`config.mk`:
```
export PLATFORM = sky130hd
export DESIGN_NAME = rd_hazard_scoreboard
export DESIGN_NICKNAME = d
export VERILOG_FILES = /design/src/rtl/rd_hazard_scoreboard_pkg.sv /design/src/rtl/rd_hazard_scoreboard_lookup.sv /design/src/rtl/rd_hazard_scoreboard.sv
export SDC_FILE = /design/constraint.sdc
export NUM_CORES = 1
export LEC_CHECK = 0
export BUFFER_PORTS_ARGS = -buffer_cell sky130_fd_sc_hd__buf_2
export CAP_MARGIN = 20
export CORE_MARGIN = 1
export CORE_UTILIZATION = 56
export CTS_CLUSTER_SIZE = 40
export DETAILED_ROUTE_END_ITERATION = 6
export PLACE_DENSITY = 0.83
export SLEW_MARGIN = 20
export SYNTH_ARGS = -nofsm -noshare
export SYNTH_HDL_FRONTEND = slang
export SYNTH_SLANG_ARGS = --single-unit
export TNS_END_PERCENT = 1
```
`constraint.sdc`:
```
create_clock -name clk -period 3.4 [get_ports clk]
set_clock_uncertainty 0.1 [all_clocks]
set_input_delay 0 -clock clk [delete_from_list [all_inputs] [get_ports clk]]
set_output_delay 0 -clock clk [all_outputs]
set_load 0.05 [all_outputs]
```
`src/rtl/rd_hazard_scoreboard_pkg.sv`:
```
// ---------------------------------------------------------------------------
// rd_hazard_scoreboard_pkg
//   Shared hazard definitions for the in-flight register-write tracker and its
//   lookup sub-module.
//   Contents:
//     REG_ZERO   - address of the hardwired-zero register. It is never tracked
//                  and never reported as a hazard.
//     tnew_e     - Tnew/Tuse encodings, counted in cycles from the E stage:
//                  TNEW_E=0, TNEW_M=1, TNEW_W=2.
//     fwd_sel_e  - forward-select encodings at the default depth:
//                  register file, then E, M, W (entry k selects k+1).
// ---------------------------------------------------------------------------
package rd_hazard_scoreboard_pkg;

  localparam int REG_ZERO = 0;

  typedef enum logic [1:0] {
    TNEW_E = 2'd0,
    TNEW_M = 2'd1,
    TNEW_W = 2'd2
  } tnew_e;

  typedef enum logic [1:0] {
    FWD_RF = 2'd0,
    FWD_E  = 2'd1,
    FWD_M  = 2'd2,
    FWD_W  = 2'd3
  } fwd_sel_e;

endpackage

```
`src/rtl/rd_hazard_scoreboard_lookup.sv`:
```
// ---------------------------------------------------------------------------
// hazard_lookup
//   Purely combinational hazard check for one D-stage source operand. It
//   compares the operand against every tracked in-flight write and gives the
//   youngest matching entry priority.
//   Ports:
//     entry_vld  [DEPTH]          valid bit per tracked entry (0 = youngest/E)
//     entry_dst  [DEPTH*ADDR_W]   flattened destination registers
//     entry_tnew [DEPTH*T_W]      flattened cycles-until-forwardable
//     src_addr   [ADDR_W]         source register read in D
//     src_tuse   [T_W]            cycles until D consumes the source
//     hazard     1                result is not ready in time; D must stall
//     fwd_sel    [SEL_W]          0 = register file, k+1 = forward from entry k
// ---------------------------------------------------------------------------
module hazard_lookup
  import rd_hazard_scoreboard_pkg::*;
#(
  parameter int DEPTH  = 3,
  parameter int ADDR_W = 5,
  parameter int T_W    = 2,
  parameter int SEL_W  = 2
) (
  input  logic [DEPTH-1:0]        entry_vld,
  input  logic [DEPTH*ADDR_W-1:0] entry_dst,
  input  logic [DEPTH*T_W-1:0]    entry_tnew,
  input  logic [ADDR_W-1:0]       src_addr,
  input  logic [T_W-1:0]          src_tuse,
  output logic                    hazard,
  output logic [SEL_W-1:0]        fwd_sel
);

  logic             hit;
  logic [SEL_W-1:0] hit_sel;
  logic [T_W-1:0]   hit_tnew;

  // The scan runs from oldest to youngest so that later (younger) matches
  // overwrite earlier ones. An older write to the same register is stale
  // whenever a younger one exists.
  always_comb begin
    hit      = 1'b0;
    hit_sel  = SEL_W'(FWD_RF);
    hit_tnew = '0;
    for (int k = DEPTH - 1; k >= 0; k--) begin
      if (entry_vld[k] && (entry_dst[k*ADDR_W +: ADDR_W] == src_addr)) begin
        hit      = 1'b1;
        hit_sel  = SEL_W'(k + 1);
        hit_tnew = entry_tnew[k*T_W +: T_W];
      end
    end
    if (src_addr == ADDR_W'(REG_ZERO)) begin
      hit = 1'b0;
    end
  end

  assign hazard = hit && (hit_tnew > src_tuse);

  // Forward only when the value already exists (tnew==0). A nonzero tnew
  // that still meets tuse is resolved by the forwarding muxes in a later stage.
  assign fwd_sel = (hit && (hit_tnew == T_W'(TNEW_E))) ? hit_sel : SEL_W'(FWD_RF);

endmodule

```
`src/rtl/rd_hazard_scoreboard.sv`:
```
// ---------------------------------------------------------------------------
// rd_hazard_scoreboard
//   In-flight register-write tracker for the pipelined MIPS core. It keeps one
//   entry per post-decode stage (entry0=E ... entry[DEPTH-1]=last stage).
//   Each entry holds valid, destination and cycles-until-result (Tnew). Every
//   cycle the D-stage rs/rt are looked up against all entries. From that the
//   block produces a stall request and per-source forward selects.
//   Optional feature macro: HAZARD_STATS_EN adds a saturating stall-cycle
//   counter on port stall_count. Without it, the port and its logic are absent.
//   Ports:
//     clk          1       rising-edge clock
//     reset        1       asynchronous, active-high; empties all entries
//     issue_valid  1       a real instruction occupies D
//     issue_we     1       D instruction writes issue_rd
//     issue_rd     ADDR_W  D instruction destination
//     issue_tnew   T_W     cycles after entering E until result is forwardable
//     rs_addr/rs_tuse      D source 1 and its consume time
//     rt_addr/rt_tuse      D source 2 and its consume time
//     flush        1       kill every tracked entry at the next edge
//     stall        1       hold PC and D, insert a bubble into E
//     rs_fwd_sel   SEL_W   0=register file, k+1=forward from entry k
//     rt_fwd_sel   SEL_W   same, for rt
//     stall_count  32      (HAZARD_STATS_EN only) stall cycles seen
// ---------------------------------------------------------------------------
module rd_hazard_scoreboard
  import rd_hazard_scoreboard_pkg::*;
#(
  parameter int DEPTH  = 3,
  parameter int ADDR_W = 5,
  parameter int T_W    = 2,
  parameter int SEL_W  = 2
) (
  input  logic              clk,
  input  logic              reset,
  input  logic              issue_valid,
  input  logic              issue_we,
  input  logic [ADDR_W-1:0] issue_rd,
  input  logic [T_W-1:0]    issue_tnew,
  input  logic [ADDR_W-1:0] rs_addr,
  input  logic [T_W-1:0]    rs_tuse,
  input  logic [ADDR_W-1:0] rt_addr,
  input  logic [T_W-1:0]    rt_tuse,
  input  logic              flush,
  output logic              stall,
  output logic [SEL_W-1:0]  rs_fwd_sel,
  output logic [SEL_W-1:0]  rt_fwd_sel
`ifdef HAZARD_STATS_EN
  ,
  output logic [31:0]       stall_count
`endif
);

  // Tnew counts down as an entry advances and bottoms out at "ready now".
  function automatic logic [T_W-1:0] dec_sat(input logic [T_W-1:0] t);
    return (t == '0) ? t : t - 1'b1;
  endfunction

`ifdef HAZARD_STATS_EN
  function automatic logic [31:0] inc_sat(input logic [31:0] c);
    return (c == 32'hFFFF_FFFF) ? c : c + 32'd1;
  endfunction
`endif

  logic [DEPTH-1:0]        entry_vld;
  logic [DEPTH*ADDR_W-1:0] entry_dst;
  logic [DEPTH*T_W-1:0]    entry_tnew;

  logic hazard_rs;
  logic hazard_rt;
  logic alloc;

  // ---- D stage: combinational lookup ----
  hazard_lookup #(
    .DEPTH (DEPTH),
    .ADDR_W(ADDR_W),
    .T_W   (T_W),
    .SEL_W (SEL_W)
  ) u_lookup_rs (
    .entry_vld (entry_vld),
    .entry_dst (entry_dst),
    .entry_tnew(entry_tnew),
    .src_addr  (rs_addr),
    .src_tuse  (rs_tuse),
    .hazard    (hazard_rs),
    .fwd_sel   (rs_fwd_sel)
  );

  hazard_lookup #(
    .DEPTH (DEPTH),
    .ADDR_W(ADDR_W),
    .T_W   (T_W),
    .SEL_W (SEL_W)
  ) u_lookup_rt (
    .entry_vld (entry_vld),
    .entry_dst (entry_dst),
    .entry_tnew(entry_tnew),
    .src_addr  (rt_addr),
    .src_tuse  (rt_tuse),
    .hazard    (hazard_rt),
    .fwd_sel   (rt_fwd_sel)
  );

  assign stall = issue_valid & (hazard_rs | hazard_rt);

  // A stalled instruction stays in D, so E receives a bubble. Writes to the
  // zero register never need tracking.
  assign alloc = issue_valid & ~stall & issue_we & (issue_rd != ADDR_W'(REG_ZERO));

  // ---- D -> E ... -> retire: entry shift register (control) ----
  // Downstream stages never stall, so entries advance on every edge. The
  // last one simply falls off.
  always_ff @(posedge clk or posedge reset) begin
    if (reset) begin
      entry_vld <= '0;
    end else if (flush) begin
      entry_vld <= '0;
    end else begin
      entry_vld[0] <= alloc;
      for (int k = 1; k < DEPTH; k++) begin
        entry_vld[k] <= entry_vld[k-1];
      end
    end
  end

  // ---- D -> E ... -> retire: entry shift register (data) ----
  // Payload is qualified by entry_vld and needs no reset.
  always_ff @(posedge clk) begin
    entry_dst[ADDR_W-1:0] <= issue_rd;
    entry_tnew[T_W-1:0]   <= issue_tnew;
    for (int k = 1; k < DEPTH; k++) begin
      entry_dst[k*ADDR_W +: ADDR_W] <= entry_dst[(k-1)*ADDR_W +: ADDR_W];
      entry_tnew[k*T_W +: T_W]      <= dec_sat(entry_tnew[(k-1)*T_W +: T_W]);
    end
  end

`ifdef HAZARD_STATS_EN
  // Stall cycles that coincide with a flush are not counted.
  always_ff @(posedge clk or posedge reset) begin
    if (reset) begin
      stall_count <= '0;
    end else if (stall && !flush) begin
      stall_count <= inc_sat(stall_count);
    end
  end
`endif

endmodule

```
======== Yosys cells after proc, flatten, opt, wreduce, memory -nomap -nowiden ========
Index checks and enable logic that the tools add are counted.
W data, S select, Z words.
word-level totals
  bits in registers ....................... 24
  input port bits ......................... 26
  output and inout port bits .............. 5
  word-level logic and storage cells ...... 61
operators by class
  add/subtract/negate cells ............... 2
  magnitude comparators ................... 2
  eq/ne operators ......................... 6
  mux-type cells .......................... 25
  bitwise logic cells ..................... 6
  reduce and logical (&&, ||, !) cells .... 17
operators by type and width
  operator               count
  $mux W2                16
  $eq A5 B5 Y1           6
  $logic_and A1 B1 Y1    10
  $logic_not A5 Y1       2
  $logic_not A2 Y1       4
  $mux W1                8
  $reduce_bool A5 Y1     1
  $and A1 B1 Y1          4
  $gt A2 B2 Y1           2
  $sub A2 B1 Y2 const B  2
  $mux W3                1
  $not A1 Y1             1
  $or A1 B1 Y1           1

======== Logic depth before layout (Yosys ltp) ========
  depth after elaboration ................. 14
  gate-level depth with buffers ........... 12
  mapped depth without buffers ............ 11

======== Modules after synthesis ========
From an unflattened synthesis, not the netlist that was laid out.
second synthesis, totals
  cell total of the unflattened synthesis .. 137
  area total of the unflattened synthesis .. 1,286.2 µm²
modules (own cells, without submodules)
  module                instances  cells an instance  area an instance (µm²)  sequential area each (µm²)
  hazard_lookup         2          51                 357.8                   0.0
  rd_hazard_scoreboard  1          35                 570.5                   495.5

======== Least setup slack after synthesis ========
Ideal clock, no wire load.
  path type ............................... flip-flop to output port
  start ................................... reg entry_dst[7]
  end ..................................... out stall
  arrival time ............................ 3,037 ps
  data required time ...................... 3,300 ps
  setup slack ............................. 263 ps
  stages on the path, launching flop included .. 10
  buffers on the path ..................... 0
  cell sequence ........................... dfxtp_1 xnor2_1 nand4_1 or3_1 a31oi_1 inv_1 ha_1 a211oi_1 o31ai_1 a21boi_0
between the ends
  cells in the longest elaborated chain, start to end .. 8
  elaborated cells between the ends (all ways) .. 20
  classes of those cells .................. order compare (2); eq/ne (2); mux (10); bitwise (2); reduce/logical (4)
ends and longest elaborated chain
  item                                                    line                                                                  text
  start: declaration                                      rd_hazard_scoreboard.sv:65                                            logic [DEPTH*ADDR_W-1:0] entry_dst;
  start signal: indexed assignment                        rd_hazard_scoreboard.sv:128                                           entry_dst[ADDR_W-1:0] <= issue_rd;
  start signal: indexed assignment                        rd_hazard_scoreboard.sv:131                                           entry_dst[k*ADDR_W +: ADDR_W] <= entry_dst[(k-1)*ADDR_W +: ADDR_W];
  $eq A5 B5 Y1                                            rd_hazard_scoreboard_lookup.sv:44                                     if (entry_vld[k] && (entry_dst[k*ADDR_W +: ADDR_W] == src_addr)) begin
  $logic_and A1 B1 Y1                                     rd_hazard_scoreboard_lookup.sv:44
  $mux W2 / $mux W1 (equally long branches) (2 in a row)  rd_hazard_scoreboard_lookup.sv:44
  $gt A2 B2 Y1 / $mux W1 (equally long branches)          rd_hazard_scoreboard_lookup.sv:55, rd_hazard_scoreboard_lookup.sv:50
  $logic_and A1 B1 Y1                                     rd_hazard_scoreboard_lookup.sv:55                                     assign hazard = hit && (hit_tnew > src_tuse);
  $or A1 B1 Y1 *                                          rd_hazard_scoreboard.sv:103                                           assign stall = issue_valid & (hazard_rs | hazard_rt);
  $and A1 B1 Y1 *                                         rd_hazard_scoreboard.sv:103
  end: declaration                                        rd_hazard_scoreboard.sv:44                                            output logic stall,
Mark *: on every way between the ends. The rest lies on a longest branch, timed or not.

======== Worst setup path after layout ========
Same ends and word-level chain as after synthesis.

==> metrics.txt <==
fraction of layout cells with a size suffix above 1=0.218; Worst Slack Setup Final=244 ps; Initial Utilization=0.592; flops & latches, synth=24; CTS clk-pin slew, worst paths=130 ps; # resized after CTS=0; clock network fraction of total power=0.300; CP Class=flip-flop to output port; Power Density=355 nW/µm²; Setup Buffers After CTS=0; Clock Latency Late Sink=320 ps; cell at the slowest stage of the critical path=or3_1; Vias per Instance=5.70; Logic pwr share=0.171; initial antenna violation count=0; Crit path max-delay family=compound AO/OA/AOI/OAI gates; switching power=0.151 mW; Flop pwr share=0.529; final setup vio count=0; Worst Setup SP=entry_dst[7]$_DFF_P_; max_cap viols=0; reg2reg start=entry_dst[7]$_DFF_P_; Worst setup EP type=output port; Slew Viols, Final=0; H-tree levels=1; YS warnings=0; GR Util All Layers=0.294; GP Congestion=0.953; core box area=2210 µm²; Die Y=50.4 µm; FMAX=317 MHz; crit path DAT=3060 ps; most common cell after layout, fill and taps aside=buf_2; min-delay worst type=input port to flip-flop; Cell Chain, Critical Path=xnor2_1, nand4_1, or3_1, a31oi_1, inv_1, ha_1, a211oi_1, o31ai_1, a21boi_0, buf_2; HPWL after detailed placement=2480 µm; dpl ws=664 ps; Worst VDD drop=0.000321 V; asr flop ratio synth=0.125; largest net degree at the start of global routing=15; critical path fanouts, max=4; DRT iter0 DRCs=36; GR Overflow Total=0; nets@finish=219; leakage power=0.686 nW; Slew HR=0.730; drt drc=0; critical path launch point type=flip-flop; area grow syn2layout=26.1%; EDFF count, synth=0; CTS root buf=clkbuf_4; fillers=167; syn nets=173; Routed WL=3230 µm; CTS tree=done; Slew @ Worst Pin=402 ps; detailed-router iteration count before antenna repair=4; CTS Buf Count=3; antenna cell count=0; period utilization=0.928; IO buf count=30; Hold Path Origin=rt_tuse[0]; fin crit period=3160 ps; Syn Std Cell Area=1310 µm²; row cnt=17; clock sink count=24; vias in the first global route=1,243; synthesized area per cell=9.16 µm²; Buf/Inv on CP=2; Switching Share=0.258; Die ar.=2540 µm²; setup TNS=0 ps; library cells used by synthesis=33; commonest cells after routing, fill and taps aside=buf_2 (30), dfxtp_1 (21), xnor2_1 (19); status=finished, final reports clean; CP Data Required Time=3300 ps; CP max stage delay=400 ps; Via Count=1,232; Wirelength per Cell=15.0 µm; Internal=0.436 mW; Fin. Hold Viols=0; DIE WIDTH=50.4 µm; unrepaired setup endpoints after global routing=no; register area share after synthesis=0.378; Cells after Synth=143; I/O pins=31; antenna-violating nets left=0; Primary FF master, synth=dfxtp_1; first-pass GRT wire length=5480 µm; Max Root-Sink Buffers=2
power by group through the flow:
stage	logic, mW	clock network [mW]	registers (mW)
global route	0.111	0.199	0.312
detailed placement	0.0870	0	0.316
finish	0.100	0.176	0.310
CTS	0.0976	0.181	0.310
global placement	0.0836	0	0.315
floorplan	0.0556	0	0.312
cell type report:
class                   instances  area (µm²)  area share
multi-input cells             110         773       0.468
flip-flops and latches         24         495       0.300
repair buffers                 42         270       0.164
clock buffers                   4        47.5      0.0288
well taps                      28        35.0      0.0212
inverters                       8        30.0      0.0182
cells by family (layout without fill, tap and decap cells):
kind of cell               Yosys count  count (layout)  synth area share
DFF                                 24              24             0.378
xor gates and xnor gates            30              30             0.206
adders and majority gates            4               4            0.0382
AOI/OAI and AO/OA                   20              20             0.107
buffers and inverters                9              54            0.0315
and+or+nand+nor                     56              56             0.239
per-stage QoR:
step           utilization  std cells  power [mW]  hold slack, ps  instance area (µm²)
6_report             0.747        216       0.587            98.2                 1650
3_3_place_gp         0.671        200       0.399            -239                 1480
4_1_cts              0.747        216       0.589            88.9                 1650
5_1_grt              0.747        216       0.621             123                 1650
2_1_floorplan            -        143       0.368            -346                 1310
3_5_place_dp         0.671        200       0.403            -233                 1480
synthesized netlist by cell type (3+ instances only):
library cell	n	area share
o211ai_1	4	0.023
xnor2_1	19	0.13
nor4_1	3	0.014
nand2_1	7	0.020
a21oi_1	4	0.015
dfxtp_1	21	0.32
nor2b_1	4	0.019
xor2_1	10	0.067
and3_1	3	0.014
inv_1	8	0.023
a31oi_1	3	0.014
a211oi_1	3	0.017
dfrtp_1	3	0.057
nor3_1	11	0.042
nand4_1	5	0.024
ha_1	4	0.038
nor2_1	9	0.026
timing repair:
action,in CTS,in global routing
endpoints found under the hold margin,13,0
hold buffers,12,0
setup endpoints to repair,0,0
layer usage:
layer | global-route usage | routed length [µm]
met1 | 0.320 | 1260
met2 | 0.531 | 1730
met3 | 0.0758 | 176
met4 | 0.125 | 66
met5 | 0 | 0
worst min-delay path: cells and delay by family:
kind / cells / cell delay, ps
AOI/OAI and AO/OA: 2 / 150
and+or+nand+nor: 1 / 150
adders and majority gates: 1 / 120
buffers and inverters: 1 / 80
path summary, 6_finish.rpt:
check / end / slack (ps) / cells after the start
setup / recovery: stall / 240 / 10
hold / removal: entry_vld[0]$_DFF_PP0_ / 100 / 5
setup reg to reg: entry_vld[0]$_DFF_PP0_ / 790 / 9
hold reg to reg: entry_dst[8]$_DFF_P_ / 310 / 0
max in group asynchronous: entry_vld[1]$_DFF_PP0_ / 2510 / 4
min in group asynchronous: entry_vld[2]$_DFF_PP0_ / 570 / 4
state kept, by name, summed over array words and instances (netlist names):
signal / count
entry_dst: 15
entry_tnew: 6
entry_vld: 3
(Power assumes the default switching activity.)
